<file path="src/rtl/lock_entry_sequencer.sv">
// Keypad entry sequencer for the digital lock: gathers 4 digits, checks them against the stored
// code, and times the unlock / fail / lockout windows off the 25 Hz tick. Optional: LOCK_LOCKOUT_BACKOFF_EN.
module lock_entry_sequencer #(
    parameter int MAX_FAILS     = 3,
    parameter int FAIL_TICKS    = 25,
    parameter int UNLOCK_TICKS  = 125,
    parameter int ENTRY_TIMEOUT = 125,
    parameter int LOCKOUT_TICKS = 250,
    localparam int FCW          = $clog2(MAX_FAILS + 1)
) (
    input  logic           clk,
    input  logic           rst,
    input  logic           tick,
    input  logic           key_valid,
    input  logic [3:0]     key_value,
    input  logic [15:0]    password,
    output logic [3:0]     ssd_0,
    output logic [3:0]     ssd_1,
    output logic [3:0]     ssd_2,
    output logic [3:0]     ssd_3,
    output logic [2:0]     digit_count,
    output logic           unlocked,
    output logic           fail_flag,
    output logic           lockout,
    output logic [FCW-1:0] fail_count,
    output logic [2:0]     state_code
);

    localparam logic [2:0] S_IDLE     = 3'd0;
    localparam logic [2:0] S_ENTRY    = 3'd1;
    localparam logic [2:0] S_CHECK    = 3'd2;
    localparam logic [2:0] S_UNLOCKED = 3'd3;
    localparam logic [2:0] S_FAIL     = 3'd4;
    localparam logic [2:0] S_LOCKOUT  = 3'd5;

`ifdef LOCK_LOCKOUT_BACKOFF_EN
    localparam int LOCKOUT_MAX = LOCKOUT_TICKS * 8;
`else
    localparam int LOCKOUT_MAX = LOCKOUT_TICKS;
`endif
    localparam int BUDGET_A   = (FAIL_TICKS > UNLOCK_TICKS) ? FAIL_TICKS : UNLOCK_TICKS;
    localparam int BUDGET_B   = (ENTRY_TIMEOUT > LOCKOUT_MAX) ? ENTRY_TIMEOUT : LOCKOUT_MAX;
    localparam int MAX_BUDGET = (BUDGET_A > BUDGET_B) ? BUDGET_A : BUDGET_B;
    localparam int CW         = $clog2(MAX_BUDGET + 1);

    logic [2:0]     state_reg, state_next;
    logic [CW-1:0]  cnt_reg, cnt_next;
    logic [15:0]    digits_reg, digits_next;
    logic [2:0]     dcount_reg, dcount_next;
    logic [FCW-1:0] fails_reg, fails_next;
    logic           unlocked_reg, fail_flag_reg, lockout_reg;
    logic [CW-1:0]  lockout_last, budget_last;
    logic           is_digit, is_clear, at_last;

`ifdef LOCK_LOCKOUT_BACKOFF_EN
    logic [1:0]     level_reg, level_next;
    assign lockout_last = CW'((LOCKOUT_TICKS << level_reg) - 1);
`else
    assign lockout_last = CW'(LOCKOUT_TICKS - 1);
`endif

    assign is_digit = (key_value <= 4'd9);
    assign is_clear = (key_value == 4'hC);

    // Last counter value of the current state's budget; the exit happens on the tick that sees it.
    always_comb begin
        budget_last = '0;
        case (state_reg)
            S_ENTRY:    budget_last = CW'(ENTRY_TIMEOUT - 1);
            S_UNLOCKED: budget_last = CW'(UNLOCK_TICKS - 1);
            S_FAIL:     budget_last = CW'(FAIL_TICKS - 1);
            S_LOCKOUT:  budget_last = lockout_last;
            default:    budget_last = '0;
        endcase
    end

    assign at_last = (cnt_reg == budget_last);

    always_comb begin
        state_next  = state_reg;
        cnt_next    = cnt_reg;
        digits_next = digits_reg;
        dcount_next = dcount_reg;
        fails_next  = fails_reg;
`ifdef LOCK_LOCKOUT_BACKOFF_EN
        level_next  = level_reg;
`endif
        case (state_reg)
            S_IDLE: begin
                cnt_next = '0;
                if (key_valid && is_digit) begin
                    digits_next = {digits_reg[11:0], key_value};
                    dcount_next = 3'd1;
                    state_next  = S_ENTRY;
                end
            end
            S_ENTRY: begin
                // A key on the same cycle as a tick takes priority and restarts the idle count.
                if (key_valid && is_digit) begin
                    digits_next = {digits_reg[11:0], key_value};
                    dcount_next = dcount_reg + 3'd1;
                    cnt_next    = '0;
                    if (dcount_reg == 3'd3) begin
                        state_next = S_CHECK;
                    end
                end else if (key_valid && is_clear) begin
                    digits_next = '0;
                    dcount_next = '0;
                    cnt_next    = '0;
                    state_next  = S_IDLE;
                end else if (tick) begin
                    if (at_last) begin
                        digits_next = '0;
                        dcount_next = '0;
                        cnt_next    = '0;
                        state_next  = S_IDLE;
                    end else begin
                        cnt_next = cnt_reg + CW'(1);
                    end
                end
            end
            S_CHECK: begin
                digits_next = '0;
                dcount_next = '0;
                cnt_next    = '0;
                if (digits_reg == password) begin
                    state_next = S_UNLOCKED;
                    fails_next = '0;
`ifdef LOCK_LOCKOUT_BACKOFF_EN
                    level_next = 2'd0;
`endif
                end else if (int'(fails_reg) + 1 < MAX_FAILS) begin
                    state_next = S_FAIL;
                    fails_next = fails_reg + FCW'(1);
                end else begin
                    state_next = S_LOCKOUT;
                    fails_next = '0;
                end
            end
            S_UNLOCKED, S_FAIL, S_LOCKOUT: begin
                if (tick) begin
                    if (at_last) begin
                        state_next = S_IDLE;
                        cnt_next   = '0;
`ifdef LOCK_LOCKOUT_BACKOFF_EN
                        if (state_reg == S_LOCKOUT && level_reg != 2'd3) begin
                            level_next = level_reg + 2'd1;
                        end
`endif
                    end else begin
                        cnt_next = cnt_reg + CW'(1);
                    end
                end
            end
            default: begin
                state_next  = S_IDLE;
                cnt_next    = '0;
                digits_next = '0;
                dcount_next = '0;
            end
        endcase
    end

    always_ff @(posedge clk) begin
        if (rst) begin
            state_reg     <= S_IDLE;
            cnt_reg       <= '0;
            digits_reg    <= '0;
            dcount_reg    <= '0;
            fails_reg     <= '0;
            unlocked_reg  <= 1'b0;
            fail_flag_reg <= 1'b0;
            lockout_reg   <= 1'b0;
`ifdef LOCK_LOCKOUT_BACKOFF_EN
            level_reg     <= 2'd0;
`endif
        end else begin
            state_reg     <= state_next;
            cnt_reg       <= cnt_next;
            digits_reg    <= digits_next;
            dcount_reg    <= dcount_next;
            fails_reg     <= fails_next;
            unlocked_reg  <= (state_next == S_UNLOCKED);
            fail_flag_reg <= (state_next == S_FAIL);
            lockout_reg   <= (state_next == S_LOCKOUT);
`ifdef LOCK_LOCKOUT_BACKOFF_EN
            level_reg     <= level_next;
`endif
        end
    end

    assign ssd_0       = digits_reg[3:0];
    assign ssd_1       = digits_reg[7:4];
    assign ssd_2       = digits_reg[11:8];
    assign ssd_3       = digits_reg[15:12];
    assign digit_count = dcount_reg;
    assign unlocked    = unlocked_reg;
    assign fail_flag   = fail_flag_reg;
    assign lockout     = lockout_reg;
    assign fail_count  = fails_reg;
    assign state_code  = state_reg;

endmodule

</file>
<file path="config.mk">
export PLATFORM = sky130hd
export DESIGN_NAME = lock_entry_sequencer
export DESIGN_NICKNAME = d
export VERILOG_FILES = /design/src/rtl/lock_entry_sequencer.sv
export SDC_FILE = /design/constraint.sdc
export NUM_CORES = 1
export LEC_CHECK = 0
export CAP_MARGIN = 20
export CORE_AREA = 2 2 67 69
export DETAILED_ROUTE_END_ITERATION = 12
export DIE_AREA = 0 0 69 71
export PLACE_DENSITY_LB_ADDON = 0.08
export SKIP_LAST_GASP = 1
export SYNTH_ARGS = -nofsm -noshare
export SYNTH_HDL_FRONTEND = slang
export SYNTH_SLANG_ARGS = --single-unit
</file>
<file path="constraint.sdc">
create_clock -name clk -period 2.9 [get_ports clk]
set_clock_uncertainty 0.1 [all_clocks]
set_input_delay 0.58 -clock clk [delete_from_list [all_inputs] [get_ports clk]]
set_output_delay 0.58 -clock clk [all_outputs]
set_load 0.01 [all_outputs]
</file>
# Word-level counts from Yosys, hierarchy flattened

Index checks and enable logic that the tools add are counted.

Reduce and logical (&&, ||, !) cells: 6
Eq/ne operators: 15
Magnitude comparators: 2
Add/subtract/negate cells: 4
Bitwise gates (word level): 1
Multiplexer cells: 29

Operator list:

| operator                                                             | count |
|---|---|
| 16-bit 2-to-1 mux                                                    | 5 |
| 16-bit one-hot mux with 3 select lines                               | 1 |
| 3-bit 2-to-1 mux                                                     | 12 |
| 8-bit 2-to-1 mux                                                     | 4 |
| 8-bit one-hot mux with 3 select lines                                | 1 |
| 16-bit == test                                                       | 1 |
| 8-bit one-hot mux with 2 select lines                                | 1 |
| 3-bit by 2-bit == test with 1-bit output, second input constant      | 4 |
| 3-bit == test, second input constant                                 | 4 |
| 3-bit one-hot mux with 4 select lines                                | 1 |
| 3-bit one-hot mux with 3 select lines                                | 1 |
| 8-bit by 1-bit adder with 8-bit output, second input constant        | 1 |
| 8-bit == test                                                        | 1 |
| 4-bit inequality test, second input constant                         | 2 |
| 4-bit == test, second input constant                                 | 1 |
| 4-bit less-or-equal comparator, second input constant                | 1 |
| 2-bit 2-to-1 mux                                                     | 2 |
| 4-bit AND reduction                                                  | 1 |
| 2-bit by 1-bit adder with 3-bit output, second input constant        | 1 |
| 3-bit by 1-bit adder with 3-bit output, second input constant        | 1 |
| 3-bit by 1-bit == test with 1-bit output, second input constant      | 1 |
| 3-bit zero test                                                      | 1 |
| 3-bit by 2-bit < comparator with 1-bit output, second input constant | 1 |
| 3-bit OR reduction                                                   | 1 |
| other kinds (6)                                                      | 7 |

Output and inout port bits: 27
Flip-flop bits (word level): 35
Bits of input ports: 24

# Longest topological paths before layout

Depth after elaboration: 10
Gate-level depth with buffers: 8
Mapped depth without buffers: 6

# Least setup slack after synthesis

Ideal clock, no wire load.

Path kind: input-to-reg
Start point: input key_value[2]
End point: register digits_reg[13]
Stages on the path: 5
Path buffers: 1
Arrival: 1,992 ps
Setup slack: 749 ps
Setup time: 59 ps
Cells stage by stage: o21a_1 nand2b_1 nor4_1 clkbuf_1 a22o_1

Cells in the longest elaborated chain, start to end: 5

RTL lines:

| element                                                                | line | text |
|---|---|---|
| start, declared                                                        | 15   | `input logic [3:0] key_value,` |
| branches (longest 5 deep; another with 4-bit less-or-equal comparator) | --   |  |
| end signal, assigned                                                   | 180  | `digits_reg <= digits_next;` |
| end, declared                                                          | 48   | `logic [15:0] digits_reg, digits_next;` |

Parallel ways; which one is timed is not known.
A chain may end at the register's enable or synchronous reset.

# Worst setup path after layout

Start point: register state_reg[0] (netlist: state_code[0])
End point: register digits_reg[0]

Cells in the longest elaborated chain, start to end: 6

RTL lines:

| element                                                                                                     | line   | text |
|---|---|---|
| start, declared                                                                                             | 46     | `logic [2:0] state_reg, state_next;` |
| start signal, assigned                                                                                      | 178    | `state_reg <= state_next;` |
| 3-bit by 2-bit == test with 1-bit output / 3-bit by 1-bit == test with 1-bit output (equally long branches) | 68, 88 |  |
| 2-bit OR reduction (no line)                                                                                | --     |  |
| 8-bit one-hot mux with 3 select lines                                                                       | 68     | `case (state_reg)` |
| 8-bit == test                                                                                               | 77     | `assign at_last = (cnt_reg == budget_last);` |
| 4-bit inequality test (no line)                                                                             | --     |  |
| 4-bit AND reduction (no line)                                                                               | --     |  |

Parallel ways exist; a longest one is shown, timed or not.

==> run metrics <==
status=finished clean; sequential share of power=50.1%; num ports=51; leakage=0.820 nW; post-synth top area share=39.6%; Yosys Warn Count=0; Pwr Density=417 mW/mm²; R2R setup slack=390 ps; grt total ovfl=0; Slew headroom=63.7%; Hold Path Class=flip-flop to flip-flop; diode count=0; core box area=0.00420 mm²; top post-synthesis cells by area=dfxtp_1 (40%), xnor2_1 (10%), a22o_1 (7.9%), nor2_1 (3.8%), nand4_1 (3.2%); setup ws final=390 ps; number of CTS-inserted buffers=5; TritonCTS clock tree=done; FF-to-FF path depth=7; Clock Tree Root=clkbuf_8; CTS clk-pin slew, worst paths=80 ps; register area share after synthesis=39.6%; htree depth=2; most frequent cells in the layout=clkdlybuf4s50_1 (50), dfxtp_1 (35), xnor2_1 (21), nor2_1 (18), a22o_1 (16); chip width=69 µm; max reg flops=16; P_int=0.735 mW; DPL Wire Length=3400 µm; Clock Power Share=35.5%; CTS Buffer Depth=2; Reg2Reg Capture Point=digits_reg[0]; setup violators final=0; die footprint=0.00490 mm²; WP data arrival=2590 ps; DR iter-0 viols=104; CTS resizes=0; Layout area overhead=36.1%; Detail Route Antenna Nets=0; Initial Util=42.1%; setup TNS=0 ps; crit end category=flip-flop; Hold Vio Cnt, Final=0; Post-CTS Setup Bufs=0; Req. time, crit path=2980 ps; Slew Viols, Final=0; Gate Count Post-Synth=191; Max Clock Freq=398 MHz; Top FF cell, synth=dfxtp_1; commonest non-fill, non-tap cell in the layout=clkdlybuf4s50_1; initial antenna violation count=0; period utilisation layout=86.5%; WS Path Type=flip-flop to flip-flop; synthesized area per cell=9.26 µm²; largest net degree at the start of global routing=17; final net count=269; Syn Std Cell Area=0.00177 mm²; routability congestion estimate=0.789; number of global-route vias before repair=1557; ratio of cells with drive above 1 in the final layout=7.41%; MaxCap Viol Count=0; Comb pwr share=14.4%; Synth cell types=42; DRC=0; Via-to-Cell Ratio=5.48; worst-path fanout max=16; switching share of power=26.7%; clk sinks=35; ys async rst share=0%; Tightest Pin Transition=540 ps; cell taking the most area after synthesis=dfxtp_1; Worst Setup SP=state_code[0]; syn nets=218; switching power total=0.268 mW; row cnt=24; Post-synth EDFFs=0; die height=71 µm; CP endpoint=digits_reg[0]; first-pass GRT wire length=7640 µm; drt pass-1 iters=4; drt wl/cell=15.3 µm; clk_lat worst skew=300 ps; fin crit period=2510 ps; Placement Setup Slack=301 ps; register bit total from synthesis=35; port bufs=50; FF-to-FF Start=state_code[0]; overall routing resource usage=19.7%; Worst setup SP type=flip-flop; Post-Route WL=4520 µm; RSZ-0062 raised after global routing=no; Post-CTS Hold Buffers=0; vias=1616; worst hold path startpoint=digits_reg[15]; peak supply drop=0.318 mV
[cells by family after synthesis]
family / share of synthesized area, %
XOR/XNOR: 12.9
AO/OA/AOI/OAI: 21.7
adder cells (fa/ha/maj): 2.12
multiplexers: 1.70
flip-flops: 39.6
buffers and inverters: 4.25
AND/OR/NAND/NOR: 17.8
[worst min path at each step]
stage,end,slack [ps],depth (start not counted)
6_report,digits_reg[15],430,1
5_1_grt,digit_count[2],450,2
4_1_cts,digit_count[2],430,2
3_5_place_dp,digits_reg[14],410,1
3_3_place_gp,digit_count[0],400,2
2_1_floorplan,cnt_reg[7],400,2
[metal layers]
metal | routed length (µm) | share of wire [%] | track usage, % | vias up
met3 | 288 | 6.4 | 5.13 | 6
li1 | - | - | - | 793
met1 | 2030 | 45 | 25.6 | 763
met5 | 0 | 0 | 0 | -
met2 | 2130 | 47 | 32.1 | 54
met4 | 67 | 1.5 | 6.54 | 0
[cells in the mapped netlist, drive strengths merged (2+ instances only)]
cell / count
dfxtp: 35
xnor2: 21
nor2: 18
a22o: 16
nand4: 9
a21oi: 8
nand2: 7
inv: 6
buf: 5
clkbuf: 5
nor2b: 5
xor2: 5
nand2b: 4
nand3: 4
nor3: 4
o21ai: 4
a22oi: 3
ha: 3
mux2i: 3
o31ai: 3
and2: 2
and3: 2
nor4: 2
o21a: 2
o31a: 2
[power by group through the flow]
| stage | Clock [mW] | Combinational (mW) | Sequential, mW |
|---|---|---|---|
| 6_report | 0.356 | 0.144 | 0.503 |
| 5_1_grt | 0.389 | 0.157 | 0.504 |
| 4_1_cts | 0.369 | 0.145 | 0.502 |
| 3_5_place_dp | 0 | 0.145 | 0.514 |
| 3_3_place_gp | 0 | 0.141 | 0.513 |
| 2_1_floorplan | 0 | 0.0757 | 0.512 |
[worst max-delay path: stages (launching register included)]
cell	delay (ps)
dfxtp_1	610
nor2b_1	470
xnor2_1	200
o2111ai_2	240
o31ai_4	300
a21oi_2	80
buf_4	200
a22o_1	190
[final cells by class]
class | count | area (µm²)
fillers | 374 | 1800
clock inverters | 3 | 20.0
repair buffers | 54 | 531
flip-flops and latches | 35 | 701
clock buffers | 5 | 68.8
inverters | 6 | 22.5
well taps | 52 | 65.1
multi-input cells | 140 | 998
[per-stage QoR]
| stage | area, µm² | power, mW | hold slack, ps | cells | utilization, % |
|---|---|---|---|---|---|
| finish | 2410 | 1.00 | 425 | 295 | 57.2 |
| global route | 2410 | 1.05 | 449 | 295 | 57.2 |
| CTS | 2410 | 1.02 | 430 | 295 | 57.2 |
| detailed placement | 2320 | 0.658 | 410 | 287 | 55.1 |
| global placement | 2320 | 0.654 | 400 | 287 | 55.1 |
| floorplan | 1770 | 0.588 | 402 | 191 | - |
Note: power is estimated with default switching activity, not from simulation.
==> variant, RTL diff (same settings) <==
Build with the macro `LOCK_LOCKOUT_BACKOFF_EN` defined.
--- a/src/rtl/lock_entry_sequencer.sv
+++ b/src/rtl/lock_entry_sequencer.sv
@@ -1,5 +1,7 @@
 // Keypad entry sequencer for the digital lock: gathers 4 digits, checks them against the stored
 // code, and times the unlock / fail / lockout windows off the 25 Hz tick. Optional: LOCK_LOCKOUT_BACKOFF_EN.
+`define LOCK_LOCKOUT_BACKOFF_EN
+
 module lock_entry_sequencer #(
     parameter int MAX_FAILS     = 3,
     parameter int FAIL_TICKS    = 25,
Function: no difference found for any inputs over 10 cycles, from zero or initial values and one cycle with rst high; that may be too few to reach the edited logic, so the function may still have changed.
==> variant against the original RTL <==
Via count up 23%. Critical endpoint is now digits_reg[6]. Critical path depth up 1. Worst setup slack worse by 100 ps. Final area up 22%. Power up 20%. Routed wire length up 20%. Area after synthesis up 30%. Sequential cell count up 5.
==> variant: results (changes against the original RTL) <==
| Metric | Value |
|---|---|
| Status | `complete, no violations (unchanged)` |
| Count of cell types in the netlist | `57 (was 42)` |
| Final slew viol count | `0 (unchanged)` |
| Share of cells above drive strength 1 | `0.09603 (was 0.07407)` |
| CTS Buffer Depth | `2 (unchanged)` |
| Cell total after placement | `346 (was 287)` |
| Maximum resistive drop on vdd | `0.2124 mV (was 0.3185 mV)` |
| Post-CTS Setup Inserts | `0 (unchanged)` |
| First-pass GRT wire length | `8.901 mm (was 7.638 mm)` |
| Sequential area share after synthesis | `0.3478 (was 0.3963)` |
| Worst-skew pair later-pin latency | `300 ps (about the same)` |
| RePlAce Congestion | `0.9385 (was 0.7894)` |
| I/O Buffers | `50 (unchanged)` |
| Critical path arrival | `2750 ps (was 2590 ps)` |
| GRT Overall Usage | `0.2268 (was 0.1969)` |
| Synth area leaders | `dfxtp_1 (35%), xnor2_1 (8.4%), a22o_1 (6.1%) (was dfxtp_1 (40%), xnor2_1 (10%), a22o_1 (7.9%))` |
| Post-Syn Instances | `251 (was 191)` |
| Routed WL | `5.412 mm (was 4.517 mm)` |
| CTS H-tree depth | `2 (unchanged)` |
| YS warnings | `0 (unchanged)` |
| Synth top cells by count | `dfxtp_1 (40), nor2_1 (22), xnor2_1 (22), nand2_1 (20), a22o_1 (16) (was dfxtp_1 (35), xnor2_1 (21), nor2_1 (18), a22o_1 (16), nand4_1 (9))` |
| WL per Instance | `15.29 um (was 15.31 um)` |
| Vias per cell | `5.619 (was 5.478)` |
| Maximum clock rate | `0.3826 GHz (was 0.3984 GHz)` |
| Clock root cell | `clkbuf_8 (unchanged)` |
| Num CTS Buffers | `5 (unchanged)` |
| Worst hold path type | `reg -> reg (unchanged)` |
| Worst-Margin Slew | `699.0 ps (was 539.9 ps)` |
| R2r setup slk | `290 ps (was 390 ps)` |
| Static leakage | `1.088 nW (was 0.8196 nW)` |
| Mapped Nets | `284 (was 218)` |
| N_diodes | `0 (unchanged)` |
| Nets | `334 (was 269)` |
| Clk slew on worst S/H paths | `~90 ps` |
| Cts repair resizes | `0 (unchanged)` |
| Critical path fanouts, max | `16 (unchanged)` |
| DP Worst Slack | `119.1 ps (was 301.1 ps)` |
| Drt first-iter violations | `151 (was 104)` |
| Vias in the first global route | `1874 (was 1557)` |
| Final HPWL DP | `4.074 mm (was 3.401 mm)` |
variant: changes by cell type after synthesis, sizes merged, moves of 4 or more:
cell	change
o21ai	+4
nand2b	+4
nor2	+4
ha	+6
buf	+4
dfxtp	+5
nand2	+14
variant: routing by layer:
metal	GRT usage	share of wire
met3	0.05413	0.042
met1	0.2874	0.46
met2	0.3900	0.49
met5	0	0
met4	0.05882	0.015
variant: logic make-up after synthesis:
logic type	Yosys count	share of synthesized area
buffers and inverters	21	0.04837
DFF	40	0.3478
and+or+nand+nor	91	0.2299
AOI/OAI and AO/OA	55	0.1891
xor gates and xnor gates	30	0.1141
muxes	5	0.02174
adders and majority gates	9	0.04891
variant: area by class of cell:
cell class,count,area [um2]
clock buffer,5,68.82
clock inverter,3,42.54
multi-input combinational,190,1390
timing repair buffer,56,545.5
tap,52,65.06
fill,356,1261
sequential,40,800.8
inverter,8,30.03
variant: critical path: stages, from the launching register on:
cell,delay [ps]
dfxtp_1,460
inv_1,120
ha_1,240
xor2_1,180
o311ai_1,280
nor3_2,90
and4_4,230
a311oi_4,580
a22o_1,260
variant: final timing paths:
check | startpoint | to | cells past startpoint
worst min-delay path | digit_count[0] | digit_count[0] | 2
worst max-delay path | level_reg[1] | digits_reg[6] | 8
worst min register to register | digit_count[0] | digit_count[0] | 2
worst max register to register | level_reg[1] | digits_reg[6] | 8
variant: report_power, final:
group | switching [mW] | internal, mW
clock network | 0.204 | 0.255
registers | 0.0158 | 0.560
logic | 0.0784 | 0.0920
total | 0.298 | 0.907
variant: metrics by stage:
step / instance area (um2) / hold WS, ps / total power [mW]
detailed placement: 2831 / 417.9 / 0.7585
floorplan: 2302 / 383.0 / 0.6836
global placement: 2831 / 385.5 / 0.7561
global route: 2943 / 459.0 / 1.254
CTS: 2943 / 431.9 / 1.218
finish: 2943 / 420.1 / 1.205
